**src/rtl/parking_pkg.sv**
```systemverilog
// Shared types for the parking-system controllers: controller state encoding,
// default slot width and slot-index type.
package parking_pkg;

  localparam int unsigned DEF_SLOT_W = 3;

  typedef logic [DEF_SLOT_W-1:0] slot_t;

  typedef enum logic [1:0] {
    ST_IDLE   = 2'd0,
    ST_DECODE = 2'd1,
    ST_RESP   = 2'd2,
    ST_LOCK   = 2'd3
  } state_e;

endpackage

```
**src/rtl/slot_table.sv**
```systemverilog
// Occupancy bitmap and free-slot counter. A set and a clear on the same slot
// in one cycle leave the slot occupied (set wins).
module slot_table
  import parking_pkg::*;
#(
  parameter int unsigned SLOT_W  = DEF_SLOT_W,
  parameter int unsigned N_SLOTS = 8
) (
  input  logic                             clk,
  input  logic                             rst,
  input  logic                             set_valid_i,
  input  logic [SLOT_W-1:0]                set_slot_i,
  input  logic                             clr_valid_i,
  input  logic [SLOT_W-1:0]                clr_slot_i,
  output logic                             set_err_o,
  output logic [N_SLOTS-1:0]               occupancy_o,
  output logic [$clog2(N_SLOTS+1)-1:0]     free_count_o
);

  localparam int unsigned CNT_W = $clog2(N_SLOTS + 1);

  logic [N_SLOTS-1:0] occ_q, occ_d;
  logic [CNT_W-1:0]   free_q, free_d;
  logic               err_q, err_d;

  logic [N_SLOTS-1:0] set_mask, clr_mask;
  logic               set_in_range, clr_eff, same_slot, set_ok;

  always_comb begin
    set_mask     = '0;
    clr_mask     = '0;
    set_in_range = 1'b0;
    for (int unsigned i = 0; i < N_SLOTS; i++) begin
      if (set_slot_i == SLOT_W'(i)) begin
        set_mask[i]  = 1'b1;
        set_in_range = 1'b1;
      end
      if (clr_valid_i && (clr_slot_i == SLOT_W'(i))) clr_mask[i] = 1'b1;
    end
    clr_eff   = |clr_mask;
    // A slot being vacated this cycle counts as free for an arriving car
    same_slot = clr_eff && (clr_slot_i == set_slot_i);
    set_ok    = set_valid_i && set_in_range && (((occ_q & set_mask) == '0) || same_slot);
    err_d     = set_valid_i && !set_ok;
    occ_d     = (occ_q & ~clr_mask) | (set_ok ? set_mask : '0);
    free_d    = free_q;
    case ({clr_eff, set_ok})
      2'b10:   free_d = free_q + CNT_W'(1);
      2'b01:   free_d = free_q - CNT_W'(1);
      default: free_d = free_q;
    endcase
  end

  always_ff @(posedge clk) begin
    if (rst) begin
      occ_q  <= '0;
      free_q <= CNT_W'(N_SLOTS);
      err_q  <= 1'b0;
    end else begin
      occ_q  <= occ_d;
      free_q <= free_d;
      err_q  <= err_d;
    end
  end

  assign occupancy_o  = occ_q;
  assign free_count_o = free_q;
  assign set_err_o    = err_q;

endmodule

```
**src/rtl/exit_token_ctrl.sv**
```systemverilog
// Exit-side parking controller: decodes slot = token ^ pattern, grants or
// denies the exit against the occupancy table. Lockout after repeated
// denials is built only when EXIT_FAIL_LOCK_EN is defined.
module exit_token_ctrl
  import parking_pkg::*;
#(
  parameter int unsigned SLOT_W      = DEF_SLOT_W,
  parameter int unsigned N_SLOTS     = 8,
  parameter int unsigned MAX_FAIL    = 3,
  parameter int unsigned LOCK_CYCLES = 16
) (
  input  logic                         clk,
  input  logic                         rst,
  input  logic                         entry_valid,
  input  logic [SLOT_W-1:0]            entry_slot,
  output logic                         entry_err,
  input  logic                         exit_req,
  output logic                         exit_ready,
  input  logic [SLOT_W-1:0]            token,
  input  logic [SLOT_W-1:0]            pattern,
  output logic                         grant,
  output logic                         deny,
  output logic [SLOT_W-1:0]            park_number,
  output logic                         locked,
  output logic [N_SLOTS-1:0]           occupancy,
  output logic [$clog2(N_SLOTS+1)-1:0] free_count
);

  state_e             state_q;
  logic [SLOT_W-1:0]  token_q, pattern_q, park_q;
  logic               grant_q, deny_q, ready_q;
  logic [SLOT_W-1:0]  dec_slot;
  logic               slot_ok, clr_valid;

  assign dec_slot = token_q ^ pattern_q;

  always_comb begin
    slot_ok = 1'b0;
    for (int unsigned i = 0; i < N_SLOTS; i++) begin
      if ((dec_slot == SLOT_W'(i)) && occupancy[i]) slot_ok = 1'b1;
    end
  end

  // The slot is freed on the decode edge so the table is current while grant is high
  assign clr_valid = (state_q == ST_DECODE) && slot_ok;

  slot_table #(
    .SLOT_W  (SLOT_W),
    .N_SLOTS (N_SLOTS)
  ) u_slot_table (
    .clk          (clk),
    .rst          (rst),
    .set_valid_i  (entry_valid),
    .set_slot_i   (entry_slot),
    .clr_valid_i  (clr_valid),
    .clr_slot_i   (dec_slot),
    .set_err_o    (entry_err),
    .occupancy_o  (occupancy),
    .free_count_o (free_count)
  );

`ifdef EXIT_FAIL_LOCK_EN
  localparam int unsigned FAIL_W = $clog2(MAX_FAIL + 1);
  localparam int unsigned LOCK_W = $clog2(LOCK_CYCLES + 1);

  logic [FAIL_W-1:0] fail_q;
  logic [LOCK_W-1:0] timer_q;
  logic              locked_q;

  assign locked = locked_q;
`else
  assign locked = 1'b0;

  // Lockout parameters only matter with the feature built in
  if (MAX_FAIL == 0 || LOCK_CYCLES == 0) begin : g_lock_cfg_unused
  end
`endif

  always_ff @(posedge clk) begin
    if (rst) begin
      state_q   <= ST_IDLE;
      token_q   <= '0;
      pattern_q <= '0;
      park_q    <= '0;
      grant_q   <= 1'b0;
      deny_q    <= 1'b0;
      ready_q   <= 1'b1;
`ifdef EXIT_FAIL_LOCK_EN
      fail_q    <= '0;
      timer_q   <= '0;
      locked_q  <= 1'b0;
`endif
    end else begin
      grant_q <= 1'b0;
      deny_q  <= 1'b0;
      case (state_q)
        ST_IDLE: begin
          if (exit_req && ready_q) begin
            token_q   <= token;
            pattern_q <= pattern;
            ready_q   <= 1'b0;
            state_q   <= ST_DECODE;
          end
        end
        ST_DECODE: begin
          park_q  <= dec_slot;
          grant_q <= slot_ok;
          deny_q  <= !slot_ok;
`ifdef EXIT_FAIL_LOCK_EN
          if (slot_ok)                          fail_q <= '0;
          else if (fail_q != FAIL_W'(MAX_FAIL)) fail_q <= fail_q + FAIL_W'(1);
`endif
          state_q <= ST_RESP;
        end
        ST_RESP: begin
`ifdef EXIT_FAIL_LOCK_EN
          if (fail_q == FAIL_W'(MAX_FAIL)) begin
            timer_q  <= LOCK_W'(LOCK_CYCLES);
            locked_q <= 1'b1;
            state_q  <= ST_LOCK;
          end else begin
            ready_q <= 1'b1;
            state_q <= ST_IDLE;
          end
`else
          ready_q <= 1'b1;
          state_q <= ST_IDLE;
`endif
        end
`ifdef EXIT_FAIL_LOCK_EN
        ST_LOCK: begin
          if (timer_q == LOCK_W'(1)) begin
            timer_q  <= '0;
            locked_q <= 1'b0;
            fail_q   <= '0;
            ready_q  <= 1'b1;
            state_q  <= ST_IDLE;
          end else begin
            timer_q <= timer_q - LOCK_W'(1);
          end
        end
`endif
        default: begin
          ready_q <= 1'b1;
          state_q <= ST_IDLE;
        end
      endcase
    end
  end

  assign exit_ready  = ready_q;
  assign grant       = grant_q;
  assign deny        = deny_q;
  assign park_number = park_q;

endmodule

```
**config.mk**
```make
export PLATFORM = sky130hd
export DESIGN_NAME = exit_token_ctrl
export DESIGN_NICKNAME = d
export VERILOG_FILES = /design/src/rtl/parking_pkg.sv /design/src/rtl/slot_table.sv /design/src/rtl/exit_token_ctrl.sv
export SDC_FILE = /design/constraint.sdc
export NUM_CORES = 1
export LEC_CHECK = 0
export BUFFER_PORTS_ARGS = -buffer_cell sky130_fd_sc_hd__buf_2
export CORE_ASPECT_RATIO = 0.7
export CORE_MARGIN = 3
export CORE_UTILIZATION = 45
export DETAILED_ROUTE_END_ITERATION = 16
export GPL_TIMING_DRIVEN = 0
export PLACE_DENSITY = 0.71
export SETUP_SLACK_MARGIN = 0.2
export SYNTH_ARGS = -nofsm -noshare
export SYNTH_HDL_FRONTEND = slang
export SYNTH_HIERARCHICAL = 1
export SYNTH_SLANG_ARGS = --single-unit
```
**constraint.sdc**
```tcl
create_clock -name clk -period 3.81 [get_ports clk]
set_clock_uncertainty 0.05 [all_clocks]
set_input_delay 0.1905 -clock clk [delete_from_list [all_inputs] [get_ports clk]]
set_output_delay 0.1905 -clock clk [all_outputs]
set_load 0.02 [all_outputs]
```
==> results.ini, run 1 <==
[outcome]
outcome = complete, no violations

[critical_path]
ff2ff_setup_slack_ns = 0.33
r2r_cells = 13
critPathLaunchType = flip-flop
critPathKind = reg -> reg
crit_path_end_kind = flip-flop
reg2reg_to = u_slot_table/free_count_o[3]$_SDFFE_PP1P_
r2r-start = pattern_q[0]$_SDFFE_PP0P_
worstPathArrival_ns = 3.64
crit_required_ns = 3.97
cp_max_fo = 6
crit_path_end = u_slot_table/free_count_o[3]$_SDFFE_PP1P_
crit_start = pattern_q[0]$_SDFFE_PP0P_

[grt]
antenna_found_initial = 0
grt_usage_pct = 18.68
grt_pass1_vias = 1121
grt_max_degree = 15
grt_pass1_wl_um = 5326
grt_util_met3_pct = 4.826
grt_most_used_layer = met2
use_met2_pct = 29.42
grt-ovfl-total = 0
grt_util_met1_pct = 25.09

[placed_design]
place.gp.congestion = 0.8680
portBuffers = 30
post-dp-hpwl_um = 2338

[timing]
hold_viol = 0
tns_ns = 0
max_slew_margin_pct = 64.49
slew_violations = 0
setup_viol = 0
rsz0062_at_grt = false
worst_slew_pin_slew_ns = 0.5323
max_freq_ghz = 0.2870
fin_crit_ns = 3.484
finalCritPeriodShare_pct = 91.44

[cells_and_area]
nNetsFinal = 196
drive_gt1_share_pct = 35.39
utilization_pct = 60.43
area.growth.synth_to_final_pct = 25.50
fillers = 268
antenna_cells = 0

[pwr]
power_frac_comb_pct = 25.3
vdd_drop_max_uv = 244.3
switching_power_mw = 0.1908
power_frac_seq_pct = 49.9
leakage_nw = 0.7524
clkPwrFrac_pct = 24.8
p_total_mw = 0.6356
swShare_pct = 30.01
p_int_mw = 0.4448
power.density_nw_per_um2 = 370.0

[logic_synthesis]
synthFlopType = dfxtp_1
avgSynthCellArea_um2 = 9.777
ys_seq_area_share_pct = 39.49
async_flop_share_pct = 0
syn_nets = 157
yosys.area.top_type = dfxtp_1
netlist.area_leader.share_pct = 39.49
yosys_warnings = 6
synth_edf_count = 0
synth_area_leaders = dfxtp_1 (39%), mux2i_1 (8.0%), nor2_1 (5.5%)
synth.most_common_cell = dfxtp_1
ys_ff_latch = 27
synth_area_um2 = 1369
synth_commonest_cells = dfxtp_1 (27), nor2_1 (20), mux2i_1 (11), nand2_1 (11), nand2b_1 (7)
postSynthCellCount = 140
ys_types = 42

[routing]
wire_per_inst_um = 15.36
antenna_left = 0
first_pass_iters = 4
drc_errors = 0
drtIter0Drc = 50
vias = 1163
via_per_inst = 5.435
wl_um = 3286

[die]
die_area_um2 = 3750
initial_core_util_pct = 48.15
ios = 33
die_y_um = 52.15
die_x_um = 71.92
rows = 16
core_area_um2 = 2843

[clock_tree]
cts_tree = built
cts_sinks = 27
ctsHtreeMaxLevel = 1
root_buffer = clkbuf_8
ctsHoldBuffers = 0
clock_path_buffers = 2
clk_pin_slew_ns = 0.09
insertion_delay_ns = 0.27
numCtsBuffers = 3

[job]
maxCapViolCount = 0

[hold_path]
hold_start = pattern[2]
hold_class = in -> reg

==> stage by stage <==
| step | std cells | setup WS, ns | area (um^2) | hold WS, ns |
|---|---|---|---|---|
| floorplan | 140 | 0.3522 | 1369 | 0.2121 |
| global placement | 206 | -0.002254 | 1564 | 0.3770 |
| detailed placement | 206 | -0.1148 | 1564 | 0.3850 |
| CTS | 212 | 0.2117 | 1668 | 0.1065 |
| global route | 214 | 0.1828 | 1718 | 0.1157 |
| finish | 214 | 0.3260 | 1718 | 0.1129 |
==> cell usage in the layout, fill, tap and decap left out, drive strengths merged, types with 5 or more instances in the layout <==
cell type and instances:
a211o 5, buf 37, clkbuf 6, dfxtp 27
mux2i 11, nand2 11, nand2b 7, nor2 20
o211ai 5, xor2 5
==> registers in the layout, indices dropped and copies added, names as in the netlist <==
name and cells:
pattern_q 3, state_q 2, u_slot_table/set_err_o 1, grant 1, exit_ready 1, deny 1, park_number 3, token_q 3
u_slot_table/occupancy_o 8, u_slot_table/free_count_o 4
==> kinds of logic (layout without fill, tap and decap cells) <==
group | Yosys count | count (layout) | synth area share, %
muxes | 15 | 15 | 14.35
AOI/OAI and AO/OA | 23 | 23 | 13.62
buffers and inverters | 10 | 48 | 3.656
xor gates and xnor gates | 8 | 8 | 5.668
other | 1 | 1 | 0.2740
adders and majority gates | 4 | 4 | 4.205
DFF | 27 | 27 | 39.49
and+or+nand+nor | 52 | 52 | 18.74
==> routing by layer <==
| layer | part of all wire (%) | vias up |
|---|---|---|
| met1 | 45 | 549 |
| met4 | 0.73 | 0 |
| li1 | - | 571 |
| met5 | 0 | - |
| met3 | 7.3 | 2 |
| met2 | 47 | 41 |
==> power by group through the flow <==
| stage | clock [mW] | sequential [mW] | combinational [mW] |
|---|---|---|---|
| CTS | 0.166 | 0.317 | 0.151 |
| floorplan | 0 | 0.333 | 0.0879 |
| finish | 0.158 | 0.317 | 0.161 |
| global route | 0.181 | 0.321 | 0.174 |
| detailed placement | 0 | 0.321 | 0.140 |
| global placement | 0 | 0.320 | 0.135 |
==> critical path: stages, from the launching register on <==
cell and delay, ns:
dfxtp_2 0.38, xor2_4 0.22, mux4_1 0.62, mux2i_4 0.21, nor2_4 0.09, nand4_4 0.15
o2111ai_2 0.17, and2_1 0.20, ha_1 0.23, ha_4 0.31, nand3_1 0.09, and3_1 0.20
or4_1 0.40, nand3_1 0.09
==> area by class of cell <==
class                   count  area [um^2]  share of cell area (%)
plain buffers               5        31.28                   1.821
flip-flops and latches     27        545.5                   31.76
repair buffers             34        180.2                   10.49
well taps                  36        45.04                   2.622
inverters                   5        18.77                   1.092
multi-input cells         103        852.1                   49.60
clock buffers               4        45.04                   2.622
==> timing repair <==
action                     4_1_cts  5_1_grt
pin swaps                        1        2
setup endpoints to repair        1        1
setup buffers                    2        2
gates resized for setup          8        7
==> worst min-delay path by stage <==
stage / endpoint / depth (start not counted) / slack, ns
4_1_cts: pattern_q[0]$_SDFFE_PP0P_ / 3 / 0.11
6_report: pattern_q[2]$_SDFFE_PP0P_ / 3 / 0.11
2_1_floorplan: state_q[0]$_SDFFE_PP0N_ / 1 / 0.21
3_3_place_gp: pattern_q[2]$_SDFFE_PP0P_ / 3 / 0.38
3_5_place_dp: pattern_q[2]$_SDFFE_PP0P_ / 3 / 0.39
5_1_grt: token_q[2]$_SDFFE_PP0P_ / 3 / 0.12
Note: power is estimated with default switching activity, not from simulation.
==> run 2, diff against run 1 <==
--- a/config.mk
+++ b/config.mk
@@ -5,13 +5,13 @@
 export SDC_FILE = /design/constraint.sdc
 export NUM_CORES = 1
 export LEC_CHECK = 0
-export BUFFER_PORTS_ARGS = -buffer_cell sky130_fd_sc_hd__buf_2
 export CORE_ASPECT_RATIO = 0.7
 export CORE_MARGIN = 3
 export CORE_UTILIZATION = 45
 export DETAILED_ROUTE_END_ITERATION = 16
+export DONT_BUFFER_PORTS = 1
 export GPL_TIMING_DRIVEN = 0
-export PLACE_DENSITY = 0.71
+export PLACE_DENSITY = 0.62
 export SETUP_SLACK_MARGIN = 0.2
 export SYNTH_ARGS = -nofsm -noshare
 export SYNTH_HDL_FRONTEND = slang
==> run 2 against run 1 <==
Compared with the run above: worst setup slack improved by 0.060 ns; final cell count decreased by 12%; final area down 7.6%; routed wire length is 5.6% lower; clock power is 3% higher; utilization shrank 4.6 points; combinational power decreased by 21%; via count shrank 5.9%; first-iteration DRC count is 46% higher; critical path type unchanged; critical endpoint unchanged; largest cell class unchanged; highest routed layer unchanged.
==> results.ini, run 2 (synthesis gave the netlist of run 1 again) <==
[critical_path]
crit_path_end_kind = flip-flop
ff2ff_setup_slack_ns = 0.39  ; +0.06 ns
critical_path_buf_inv_count = 0  ; unchanged
reg2reg_to = u_slot_table/free_count_o[3]$_SDFFE_PP1P_
r2r-start = token_q[0]$_SDFFE_PP0P_
critPathLaunchType = flip-flop
r2r_cells = 13  ; unchanged
critPathKind = reg -> reg
cp_max_fo = 5  ; -1
worstPathArrival_ns = 3.59  ; -0.05 ns
path_cells = xor2_4, mux4_1, mux2i_2, nor2_2, nand4_4, o2111ai_2, and2_1, ha_1, ha_4, nand3_1, and3_1, or4_1, nand3_1
crit_required_ns = 3.97  ; about the same
critPathMaxStageDelay_ns = 0.59  ; -0.03 ns
critPathSlowestCell = mux4_1
cp_top_family = simple AND/OR/NAND/NOR gates
cp_common_cell = nand3_1

[pwr]
p_int_mw = 0.4362  ; -1.9%
swShare_pct = 29.96  ; -0.059 points
power_frac_comb_pct = 20.4  ; -4.9 points
switching_power_mw = 0.1866  ; -2.2%
vdd_drop_max_uv = 253.6  ; +3.8%
leakage_nw = 0.6345  ; -16%
power.density_nw_per_um2 = 392.2  ; +6.0%
power_frac_seq_pct = 53.6  ; +3.7 points
p_total_mw = 0.6228  ; -2.0%
clkPwrFrac_pct = 26.0  ; +1.2 points

[clock_tree]
clock_path_buffers = 2  ; unchanged
insertion_delay_ns = 0.27  ; about the same
cts_sinks = 27  ; unchanged
clk_pin_slew_ns = 0.10  ; about the same
cts_tree = built
root_buffer = clkbuf_8
numCtsBuffers = 3  ; unchanged
ctsHtreeMaxLevel = 1  ; unchanged

[routing]
drc_errors = 0  ; unchanged
wl_um = 3101  ; -5.6%
first_pass_iters = 4  ; unchanged
drtIter0Drc = 73  ; +46%
via_per_inst = 5.819  ; +7.1%
vias = 1094  ; -5.9%
antenna_left = 0  ; unchanged
wire_per_inst_um = 16.49  ; +7.4%

[cells_and_area]
layout_common_cells = dfxtp_1 (25), nor2_1 (19), nand2_1 (11)
utilization_pct = 55.85  ; -4.6 points
final_cell_count_no_fill = 188  ; -12%
area.growth.synth_to_final_pct = 16.00
antenna_cells = 0  ; unchanged
drive_gt1_share_pct = 23.03  ; -12 points
layout_commonest_cell = dfxtp_1
largest_register_ffs = 8  ; unchanged
nNetsFinal = 170  ; -13%

[grt]
antenna_found_initial = 0  ; unchanged
grt_pass1_wl_um = 5030  ; -5.6%
grt_max_degree = 15  ; unchanged
grt_usage_pct = 17.84  ; -0.84 points
grt-ovfl-total = 0  ; unchanged
grt_pass1_vias = 1045  ; -6.8%

[die]
die_y_um = 52.15  ; unchanged
die_area_um2 = 3750  ; unchanged
core_area_um2 = 2843  ; unchanged
die_x_um = 71.92  ; unchanged
ios = 33  ; unchanged
rows = 16  ; unchanged
initial_core_util_pct = 48.15  ; unchanged

[placed_design]
pre_cts_slack_ns = -0.09968  ; +0.01510 ns
dp_cells = 176  ; -15%
portBuffers = 0  ; -100%
place.gp.congestion = 0.8102  ; -6.7%
post-dp-hpwl_um = 2190  ; -6.3%

[timing]
fin_hold_ws_ns = 0.02108  ; -0.09183 ns
fin_crit_ns = 3.424  ; -0.06039 ns
hold_viol = 0  ; unchanged
max_freq_ghz = 0.2921  ; +1.8%
setup_slack_ns = 0.3864  ; +0.06039 ns
slew_violations = 0  ; unchanged
rsz0062_at_grt = false
setup_viol = 0  ; unchanged
finalCritPeriodShare_pct = 89.86  ; -1.6 points

[job]
maxCapViolCount = 0  ; unchanged

[hold_path]
hold_start = entry_slot[1]
hold_class = in -> reg
hold_path_depth = 2  ; -1
worstHoldEndpoint = u_slot_table/occupancy_o[1]$_SDFF_PP0_

[outcome]
outcome = complete, no violations

run 2: cell count changes in the layout (fill, tap and decap cells not counted), sizes merged:
cell         delta
dlygate4sd3     +1
buf            -27
run 2: worst reg2reg max path, cell delays in order (launching register included):
cell       delay (ns)
dfxtp_2          0.39
xor2_4           0.20
mux4_1           0.59
mux2i_2          0.20
nor2_2           0.12
nand4_4          0.14
o2111ai_2        0.16
and2_1           0.19
ha_1             0.24
ha_4             0.31
nand3_1          0.10
and3_1           0.21
or4_1            0.39
nand3_1          0.09
run 2: worst max-delay path by stage:
stage                                           endpoint  slack (ns)  cells after the start                       from
2_1_floorplan  u_slot_table/free_count_o[3]$_SDFFE_PP1P_        0.35                     13    token_q[0]$_SDFFE_PP0P_
4_1_cts        u_slot_table/free_count_o[3]$_SDFFE_PP1P_        0.24                     13  pattern_q[0]$_SDFFE_PP0P_
3_3_place_gp   u_slot_table/free_count_o[3]$_SDFFE_PP1P_       -0.06                     13    token_q[0]$_SDFFE_PP0P_
3_5_place_dp   u_slot_table/free_count_o[3]$_SDFFE_PP1P_        -0.1                     13    token_q[0]$_SDFFE_PP0P_
6_report       u_slot_table/free_count_o[3]$_SDFFE_PP1P_        0.39                     13    token_q[0]$_SDFFE_PP0P_
5_1_grt        u_slot_table/free_count_o[3]$_SDFFE_PP1P_        0.18                     13    token_q[0]$_SDFFE_PP0P_
run 2: metal layers:
metal	track usage, %	share of wire [%]	up-vias
met2	28.66	46	47
met4	3.438	0.68	0
met1	22.57	44	524
met3	7.529	9.4	4
met5	0	0	-
li1	-	-	519
run 2: final cells by class:
class                   count  area (um^2)
inverters                   5        18.77
clock buffers               4        45.04
multi-input cells         103        842.1
well taps                  36        45.04
fillers                   257         1255
repair buffers              8        62.56
plain buffers               5        31.28
flip-flops and latches     27        543.0
run 2: power groups by stage:
stage | clock network, mW | registers, mW | logic, mW
after floorplan | 0 | 0.333 | 0.0879
after global routing | 0.178 | 0.337 | 0.140
after global placement | 0 | 0.337 | 0.101
after detailed placement | 0 | 0.338 | 0.104
after CTS | 0.166 | 0.334 | 0.116
final | 0.162 | 0.334 | 0.127
run 2: what timing repair did:
action / 4_1_cts / 5_1_grt
resized for setup: 6 / 5
hold buffers: 1 / 0
buffers inserted: 3 / 4
endpoints found under the hold margin: 6 / 0
setup endpoints to repair: 1 / 1
pin swaps: 1 / 2
run 2: through the flow:
stage	area, um^2	TNS [ns]
3_5_place_dp	1414	-0.09968
3_3_place_gp	1414	-0.05596
2_1_floorplan	1369	0
5_1_grt	1588	0
6_report	1588	0
4_1_cts	1529	0
==> run 3, diff against run 2 <==
--- a/config.mk
+++ b/config.mk
@@ -6,7 +6,6 @@
 export NUM_CORES = 1
 export LEC_CHECK = 0
 export CORE_ASPECT_RATIO = 0.7
-export CORE_MARGIN = 3
 export CORE_UTILIZATION = 45
 export DETAILED_ROUTE_END_ITERATION = 16
 export DONT_BUFFER_PORTS = 1
==> run 3 against run 2 <==
Compared with the run above: utilization shrank 1.0 points; total power shrank 0.46%; via count shrank 0.46%; die area down 13%; fmax shrank 1.8%; clock-buffer cell count is 1 lower; worst hold slack got worse by 0.0069 ns; critical path depth is the same; global-route usage grew 1.6 points; sequential power about the same; sequential share of layout area grew 0.63 points; clock power about the same.
==> results.ini, run 3 (synthesis gave the netlist of run 1 again) <==
[outcome]
outcome = complete, no violations

[routing]
vias = 1089  ; -0.46%
antenna_left = 0  ; unchanged
wire_per_inst_um = 16.49  ; about the same
drc_errors = 0  ; unchanged
drtIter0Drc = 70  ; -4.1%
via_per_inst = 5.855  ; +0.61%
first_pass_iters = 4  ; unchanged
wl_um = 3068  ; -1.1%

[clock_tree]
root_buffer = clkbuf_8
insertion_delay_ns = 0.27  ; about the same
cts_tree = built
cts_sinks = 27  ; unchanged
ctsHtreeMaxLevel = 1  ; unchanged
clock_path_buffers = 2  ; unchanged
numCtsBuffers = 3  ; unchanged
clk_pin_slew_ns = 0.09  ; about the same

[die]
ios = 33  ; unchanged
die_x_um = 67.92  ; -5.6%
core_area_um2 = 2843  ; unchanged
die_area_um2 = 3270  ; -13%
die_y_um = 48.15  ; -7.7%
rows = 16  ; unchanged
initial_core_util_pct = 48.15  ; unchanged

[timing]
hold_viol = 0  ; unchanged
fin_crit_ns = 3.487  ; +0.06330 ns
fin_hold_ws_ns = 0.01421  ; -0.006872 ns
setup_slack_ns = 0.3231  ; -0.06330 ns
finalCritPeriodShare_pct = 91.52  ; +1.7 points
rsz0062_at_grt = false
worst_slew_pin_slew_ns = 0.5045
max_slew_margin_pct = 66.34
slew_violations = 0  ; unchanged
tns_ns = 0  ; unchanged
setup_viol = 0  ; unchanged
max_freq_ghz = 0.2868  ; -1.8%

[placed_design]
dp_cells = 176  ; unchanged
place.gp.congestion = 0.8331  ; +2.8%
post-dp-hpwl_um = 2076  ; -5.2%
portBuffers = 0  ; unchanged
placed_area_um2 = 1414  ; unchanged
pre_cts_slack_ns = -0.1070  ; -0.007287 ns

[job]
maxCapViolCount = 0  ; unchanged

[pwr]
p_total_mw = 0.6199  ; -0.46%
leakage_nw = 0.6293  ; -0.82%
power.density_nw_per_um2 = 397.6  ; +1.4%
vdd_drop_max_uv = 248.3  ; -2.1%

[grt]
grt_pass1_vias = 978  ; -6.4%
grt_max_degree = 16  ; +1
antenna_found_initial = 0  ; unchanged
grt-ovfl-total = 0  ; unchanged
grt_pass1_wl_um = 4478  ; -11%
grt_usage_pct = 19.39  ; +1.6 points

[cells_and_area]
design_area_um2 = 1559  ; -1.8%
drive_gt1_share_pct = 22.00  ; -1.0 points
antenna_cells = 0  ; unchanged
nNetsFinal = 168  ; -1.2%
layout_commonest_cell = dfxtp_1
layout_common_cells = dfxtp_1 (25), nor2_1 (19), nand2_1 (11)
utilization_pct = 54.84  ; -1.0 points
fillers = 260  ; +1.2%
final_cell_count_no_fill = 186  ; -1.1%
largest_register_ffs = 8  ; unchanged
area.growth.synth_to_final_pct = 13.89

[critical_path]
worstPathArrival_ns = 3.65  ; +0.06 ns
critPathKind = reg -> reg
critPathLaunchType = flip-flop
crit_path_end_kind = flip-flop
crit_required_ns = 3.97  ; about the same
cp_max_fo = 5  ; unchanged

[hold_path]
hold_class = in -> reg

-- run 3: path summary, 6_finish.rpt --
| path | startpoint | end | slack, ns | cells after the start |
|---|---|---|---|---|
| worst max-delay path | token_q[0]$_SDFFE_PP0P_ | u_slot_table/free_count_o[3]$_SDFFE_PP1P_ | 0.32 | 13 |
| worst min-delay path | pattern[0] | pattern_q[0]$_SDFFE_PP0P_ | 0.01 | 2 |
| worst max register to register | token_q[0]$_SDFFE_PP0P_ | u_slot_table/free_count_o[3]$_SDFFE_PP1P_ | 0.32 | 13 |
| worst min register to register | state_q[1]$_SDFFE_PP0N_ | exit_ready$_SDFFE_PP1P_ | 0.48 | 2 |
-- run 3: area by class of cell --
type	count	area [um^2]	share of cell area, %
inverters	5	18.77	1.204
plain buffers	5	31.28	2.006
repair buffers	6	47.55	3.050
well taps	36	45.04	2.889
flip-flops and latches	27	543.0	34.83
clock buffers	3	41.29	2.648
multi-input cells	103	827.0	53.05
clock inverters	1	5.005	0.3210
-- run 3: per-layer routing --
| layer | wire length [um] | share of wire [%] | track usage [%] | vias to the layer above |
|---|---|---|---|---|
| met4 | 16 | 0.52 | 3.333 | 0 |
| met1 | 1378 | 45 | 25.50 | 516 |
| met2 | 1433 | 47 | 30.78 | 44 |
| li1 | - | - | - | 523 |
| met3 | 239 | 7.8 | 7.710 | 6 |
| met5 | 0 | 0 | 0 | - |
-- run 3: critical path, stage by stage (launching register included) --
cell and delay (ns):
dfxtp_2 0.39, xor2_4 0.21, mux4_1 0.60, mux2i_2 0.22, nor2_2 0.11, nand4_2 0.12
o2111ai_1 0.18, and2_1 0.21, ha_1 0.24, ha_4 0.31, nand3_1 0.09, and3_1 0.20
or4_1 0.40, nand3_1 0.09
-- run 3: repair_timing --
action,4_1_cts,5_1_grt
hold buffers,1,0
pin swaps,2,1
setup endpoints to repair,1,1
buffers inserted,3,2
endpoints found under the hold margin,6,0
gates resized for setup,5,4
-- run 3: power by group --
group | internal (mW) | switching (mW) | leakage [nW]
Sequential | 0.300 | 0.0333 | 0.221
Clock | 0.0733 | 0.0890 | 0.0255
Combinational | 0.0601 | 0.0640 | 0.382
